`src/rtl/ex_mem_flag_stage.sv`:
```
// EX->MEM pipeline stage: holds the NZCV flag register, resolves B.cond / CBZ / B,
// and registers the ALU result plus memory/writeback controls for the MEM stage.
module ex_mem_flag_stage #(
  parameter int DATA_W = 64
) (
  input  logic              clk,
  input  logic              reset,
  input  logic [DATA_W-1:0] alu_result,
  input  logic              alu_negative,
  input  logic              alu_zero,
  input  logic              alu_overflow,
  input  logic              alu_carry_out,
  input  logic              ex_valid,
  input  logic              ex_set_flags,
  input  logic              ex_cond_br,
  input  logic              ex_cbz,
  input  logic              ex_uncond_br,
  input  logic [3:0]        ex_cond,
  input  logic [4:0]        ex_rd,
  input  logic              ex_reg_write,
  input  logic              ex_mem_read,
  input  logic              ex_mem_write,
  input  logic [DATA_W-1:0] ex_store_data,
  input  logic              stall,
  input  logic              flush,
  output logic [3:0]        flags_q,
  output logic              mem_valid,
  output logic              mem_reg_write,
  output logic              mem_mem_read,
  output logic              mem_mem_write,
  output logic              mem_br_taken,
  output logic [DATA_W-1:0] mem_result,
  output logic [DATA_W-1:0] mem_store_data,
  output logic [4:0]        mem_rd
);

  // Pipeline control: an EX instruction commits only when valid, not stalled and
  // not flushed. The EX/MEM register advances when unstalled or flushed (flush wins
  // over stall and inserts a bubble); flags_q only ever changes on a committing
  // flag-setting instruction.
  logic commit;
  logic load_stage;
  logic cond_true;
  logic taken;
  logic flag_n, flag_z, flag_c, flag_v;

  assign commit     = ex_valid & ~stall & ~flush;
  assign load_stage = flush | ~stall;
  assign {flag_n, flag_z, flag_c, flag_v} = flags_q;

  // B.cond always reads the architectural (registered) flags
  always_comb begin
    cond_true = 1'b0;
    case (ex_cond)
      4'b0000: cond_true = flag_z;
      4'b0001: cond_true = ~flag_z;
      4'b0010: cond_true = flag_c;
      4'b0011: cond_true = ~flag_c;
      4'b0100: cond_true = flag_n;
      4'b0101: cond_true = ~flag_n;
      4'b0110: cond_true = flag_v;
      4'b0111: cond_true = ~flag_v;
      4'b1000: cond_true = flag_c & ~flag_z;
      4'b1001: cond_true = ~flag_c | flag_z;
      4'b1010: cond_true = (flag_n == flag_v);
      4'b1011: cond_true = (flag_n != flag_v);
      4'b1100: cond_true = ~flag_z & (flag_n == flag_v);
      4'b1101: cond_true = flag_z | (flag_n != flag_v);
      default: cond_true = 1'b1;
    endcase
  end

  // CBZ relies on the ALU passing Rt through, so alu_zero means Rt == 0
  assign taken = ex_uncond_br | (ex_cond_br & cond_true) | (ex_cbz & alu_zero);

  always_ff @(posedge clk or posedge reset) begin
    if (reset) begin
      flags_q        <= 4'b0000;
      mem_valid      <= 1'b0;
      mem_reg_write  <= 1'b0;
      mem_mem_read   <= 1'b0;
      mem_mem_write  <= 1'b0;
      mem_br_taken   <= 1'b0;
      mem_result     <= '0;
      mem_store_data <= '0;
      mem_rd         <= 5'd0;
    end else begin
      if (commit && ex_set_flags) begin
        flags_q <= {alu_negative, alu_zero, alu_carry_out, alu_overflow};
      end
      if (load_stage) begin
        mem_valid      <= commit;
        mem_reg_write  <= ex_reg_write & commit;
        mem_mem_read   <= ex_mem_read & commit;
        mem_mem_write  <= ex_mem_write & commit;
        mem_br_taken   <= taken & commit;
        mem_result     <= alu_result;
        mem_store_data <= ex_store_data;
        mem_rd         <= ex_rd;
      end
    end
  end

endmodule

```
`config.mk`:
```
export PLATFORM = sky130hd
export DESIGN_NAME = ex_mem_flag_stage
export DESIGN_NICKNAME = d
export VERILOG_FILES = /design/src/rtl/ex_mem_flag_stage.sv
export SDC_FILE = /design/constraint.sdc
export NUM_CORES = 1
export LEC_CHECK = 0
export CAP_MARGIN = 20
export CORE_MARGIN = 3
export CORE_UTILIZATION = 25
export DETAILED_ROUTE_END_ITERATION = 10
export PLACE_DENSITY = 0.63
export SLEW_MARGIN = 0
export SYNTH_ARGS = -nofsm -noshare
export SYNTH_HDL_FRONTEND = slang
export SYNTH_SLANG_ARGS = --single-unit
export TNS_END_PERCENT = 50
```
`constraint.sdc`:
```
create_clock -name clk -period 6.65 [get_ports clk]
set_clock_uncertainty 0.05 [all_clocks]
set_input_delay 1.6625 -clock clk [delete_from_list [all_inputs] [get_ports clk]]
set_output_delay 1.6625 -clock clk [all_outputs]
set_load 0.02 [all_outputs]
```
# Yosys cells after proc, flatten, opt, wreduce, memory -nomap -nowiden
# Index checks and enable logic that the tools add are counted.
[word_totals] ff_bits=142 latch_bits=0 mem_bits_rw=0 rom_bits=0 output_inout_bits=142 n_memories=0
[op_classes] add_sub_neg=0 n_mul=0 n_div=0 order_cmp=0 n_eq_ne=15 shifts=0 muxes=1 n_bitwise=21 reduce_logical=2
[op_table] op="$eq A4 B4 Y1 const B" count=6
[op_table] op="$eq A4 B3 Y1 const B" count=4
[op_table] op="$pmux W1 S14" count=1
[op_table] op="$and A1 B1 Y1" count=10
[op_table] op="$eq A4 B2 Y1 const B" count=2
[op_table] op="$not A1 Y1" count=6
[op_table] op="$or A1 B1 Y1" count=5
[op_table] op="$eq A4 B1 Y1 const B" count=1
[op_table] op="$logic_not A4 Y1" count=1
[op_table] op="$eq A1 B1 Y1" count=1
[op_table] op="$logic_and A1 B1 Y1" count=1
[op_table] op="$ne A1 B1 Y1" count=1

# Depth between registers and ports, before layout
[logic_depth] ltp_word=7 mapped_depth=6 ltp_nobuf=4

# Least setup slack after synthesis
# OpenSTA, ideal clock, no wires.
[synth_path] path_kind="input to register" startpoint="in stall" endpoint="reg flags_q[0]" t_arrival_ps=2534 slack_ps=3941 path_stages=3 n_path_buf=0 path_cell_list="nor3b_4 -> and2_0 -> mux2_2"
[synth_via] elab_chain_cells=4
[synth_lines] item="start: declaration" line="24" text="input logic stall,"
[synth_lines] item="$not A1 Y1" line="47" text="assign commit = ex_valid & ~stall & ~flush;"
[synth_lines] item="$and A1 B1 Y1 (2 in a row)" line="47"
[synth_lines] item="$logic_and A1 B1 Y1" line="88" text="if (commit && ex_set_flags) begin"
[synth_lines] item="end signal: assignment" line="89" text="flags_q <= {alu_negative, alu_zero, alu_carry_out, alu_overflow};"
[synth_lines] item="end: declaration" line="26" text="output logic [3:0] flags_q,"
# Every way passes these cells.
# A chain may end at the register's enable or synchronous reset.

# Worst setup path in the final report
[layout_path] startpoint="in flush" endpoint="reg mem_result[63]"
[layout_via] elab_chain_cells=1
[layout_lines] item="start: declaration" line="25" text="input logic flush,"
[layout_lines] item="$or A1 B1 Y1" line="48" text="assign load_stage = flush | ~stall;"
[layout_lines] item="end signal: assignment" line="97" text="mem_result <= alu_result;"
[layout_lines] item="end: declaration" line="32" text="output logic [DATA_W-1:0] mem_result,"
# Every way passes these cells.

==> results.txt <==
----------------------------------------------------
[Run status]
  Outcome ... finished clean

[STA]
  Total of endpoints with negative setup slack in the final report ... 0
  Final hold violation count ... 0
  Final setup TNS ... 0 ns
  Achievable frequency ... 283 MHz
  RSZ-0062 raised after global routing ... false
  Slew HR ... 45.7%
  Least-Margin Pin Slew ... 0.814 ns
  Max-slew violation count ... 0
  Min Tclk post-route ... 3.54 ns
  Final critical-path share of the clock period ... 53.2%

[Worst setup path]
  Crit path DAT ... 3.83 ns
  Type of origin of the critical path ... input port
  Worst reg2reg setup slack ... 5.29 ns
  Depth of the worst register-to-register path ... 4
  CP startpoint ... flush
  Destination of the worst register-to-register timing path ... mem_br_taken
  Type of the worst setup path ... in2reg
  Critical Path RT ... 6.94 ns
  Startpoint of the worst-slack reg-to-reg timing path ... flags_q[3]
  Worst-path maximum fanout ... 71
  Crit end category ... register
  Crit path capture ... mem_result[63]

[Global routing]
  Number of global-route vias before repair ... 4919
  First-pass GRT wire length ... 27.2 mm
  Aggregate global-route resource usage ... 14.3%
  Initial antenna violation count ... 0
  Largest net degree at the start of global routing ... 72
  Global route overflow ... 0

[Cells and area]
  Most frequent cells in the layout ... nand2_1 (400), clkdlybuf4s50_1 (294), dfrtp_1 (142), clkbuf_16 (17)
  Layout fillers ... 2099
  Seq. cell area ... 3550 µm²
  Number of nets in the layout ... 1046
  Fraction of final layout cells sized beyond drive strength 1 ... 4.86%
  Most frequent standard cell in the layout excluding fill and tap cells ... nand2_1
  Final non-filler cell total ... 1180
  Area of the multi-input gates ... 1790 µm²
  Area Overhead vs Synth ... 69.5%
  Number of diodes ... 0

[Yosys]
  Fraction of the yosys area taken by sequential cells ... 64.9%
  Post-synthesis simple-gate area fraction ... 29.0%
  Largest family of logic cells by synthesized area ... simple AND/OR/NAND/NOR gates
  Gate Count Post-Synth ... 605
  Synth Area in Compound Gates ... 1.49%
  Share of synthesized cell area in full adder, half adder and majority cells ... 0%
  Count of state elements after synthesis ... 142
  Xor/xnor share of the synthesized area ... 0.640%
  Dominant cells by area after synthesis ... dfrtp_1 (65%), nand2_1 (27%), buf_2 (2.1%)
  Top-area cell type share of the netlist area ... 64.9%
  Library cell with the largest summed area after synthesis ... dfrtp_1
  Yosys cell types ... 22
  Mapped Nets ... 758
  Mean area per synthesized cell ... 9.05 µm²
  Multiplexer share of the synthesized area ... 1.37%
  Mapped Area ... 5480 µm²
  Yosys warns ... 0

[CTS]
  Clock sink count ... 142
  Buffer depth of the longest clock path ... 2
  CTS-repair resized insts ... 0
  Hold buffers post-CTS ... 0
  Number of setup buffers added after CTS ... 0
  H-tree levels ... 4
  Clock tree from TritonCTS ... done
  Cts bufs inserted ... 17
  Library cell used as clock root buffer ... clkbuf_16
  Clock Pin Slew Worst Setup and Hold Paths ... 0.06 ns
  Clk Latency, worst-skew pair ... 0.41 ns

[Pwr]
  Leakage power ... 4.43 nW
  Total power density per cell area ... 264 nW/µm²
  Total power of the final layout ... 0.00245 W
  Max VDD drop ... 0.146 mV

[Placement]
  RD Place Congestion ... 0.781
  Number of placed instances, taps included ... 1149
  Final HPWL DP ... 11.9 mm
  Port Buffers ... 294

[Drt]
  Initial DRC Count ... 202
  Remaining antenna violation count ... 0
  Mean routed wirelength per cell ... 14.4 µm
  Pre-Repair DR Iteration Count ... 4
  Vias after detailed routing ... 4825
  Post-detailed-route via-to-cell ratio ... 4.09
  Total Routed Length ... 17.0 mm
  Post-route DRC ... 0

[Floorplan]
  Area of the die ... 23700 µm²
  Placement Rows ... 53
  Top-level port count ... 295
  Starting utilization of the core area ... 25.7%
  Core outline area ... 21300 µm²
  Die height ... 154 µm
  DIE WIDTH ... 154 µm

[Flow run]
  Max_cap viols ... 0

[Min path]
  Type of the worst min-delay path ... reg2reg

----------------------------------------------------
==> per-layer routing <==
| layer | track usage (%) | vias up | wire, µm | share of wire [%] |
|---|---|---|---|---|
| met5 | 0 | - | 0 | 0 |
| met4 | 5.47 | 0 | 403 | 2.4 |
| met3 | 5.15 | 26 | 1410 | 8.3 |
| met2 | 22.6 | 183 | 7860 | 46 |
| met1 | 18.0 | 2201 | 7320 | 43 |
| li1 | - | 2415 | - | - |
==> kinds of logic after synthesis <==
| kind of cell | count (synthesis) |
|---|---|
| muxes | 7 |
| AOI/OAI and AO/OA | 10 |
| buffers and inverters | 31 |
| DFF | 142 |
| xor gates and xnor gates | 4 |
| and+or+nand+nor | 411 |
==> registers in the layout (all words and copies together) (netlist names) <==
register / cells
mem_mem_read: 1
mem_br_taken: 1
mem_valid: 1
mem_mem_write: 1
mem_reg_write: 1
mem_store_data: 64
flags_q: 4
mem_rd: 5
mem_result: 64
==> through the flow <==
step	utilization, %	instance area (µm²)	setup slack, ns	hold slack (ns)
2_1_floorplan	-	5480	1.13	0.524
3_3_place_gp	40.8	8680	2.61	0.398
3_5_place_dp	40.8	8680	2.59	0.404
4_1_cts	43.6	9280	3.05	0.418
5_1_grt	43.6	9280	2.87	0.436
6_report	43.6	9280	3.11	0.411
==> how the worst min path moves through the flow <==
stage | startpoint | endpoint | slack [ns] | depth (start not counted)
floorplan | mem_store_data[13] | mem_store_data[13] | 0.52 | 2
global placement | mem_store_data[48] | mem_store_data[48] | 0.40 | 2
detailed placement | mem_rd[3] | mem_rd[3] | 0.40 | 2
CTS | mem_store_data[58] | mem_store_data[58] | 0.42 | 2
global route | mem_result[38] | mem_result[38] | 0.44 | 2
finish | mem_store_data[15] | mem_store_data[15] | 0.41 | 2
==> report_power, final <==
group	switching, W	internal [W]	leakage, nW
registers	0.0000419	0.000938	1.70
clock network	0.000384	0.000603	0.291
logic	0.000238	0.000249	2.44
total	0.000664	0.00179	4.43
==> critical path: stages <==
cell,delay (ns)
clkdlybuf4s50_1,0.58
nand2b_4,0.67
buf_4,0.67
nand2_1,0.11
nand2_1,0.10
==> cell usage after synthesis, drive strengths merged <==
cell,count
nor2,1
and2,1
inv,1
o211ai,1
a22oi,1
nand2b,1
clkbuf,7
xnor2,1
nand2,400
xor2,3
dfrtp,142
a21o,2
mux2,4
or3b,1
mux2i,3
o31ai,1
nand3b,3
buf,23
o2bb2ai,1
nor3b,1
nor2b,3
a22o,4
==> layout make-up <==
class                           count  share of cell area (%)
Multi-Input combinational cell    432                    19.3
Inverter                            1                  0.0944
Tap cell                          275                    3.71
Timing Repair Buffer              299                    32.1
Sequential cell                   142                    38.3
Clock buffer                       19                    4.77
Clock inverter                     12                    1.71
No activity file was read; power rests on OpenSTA's default activity.
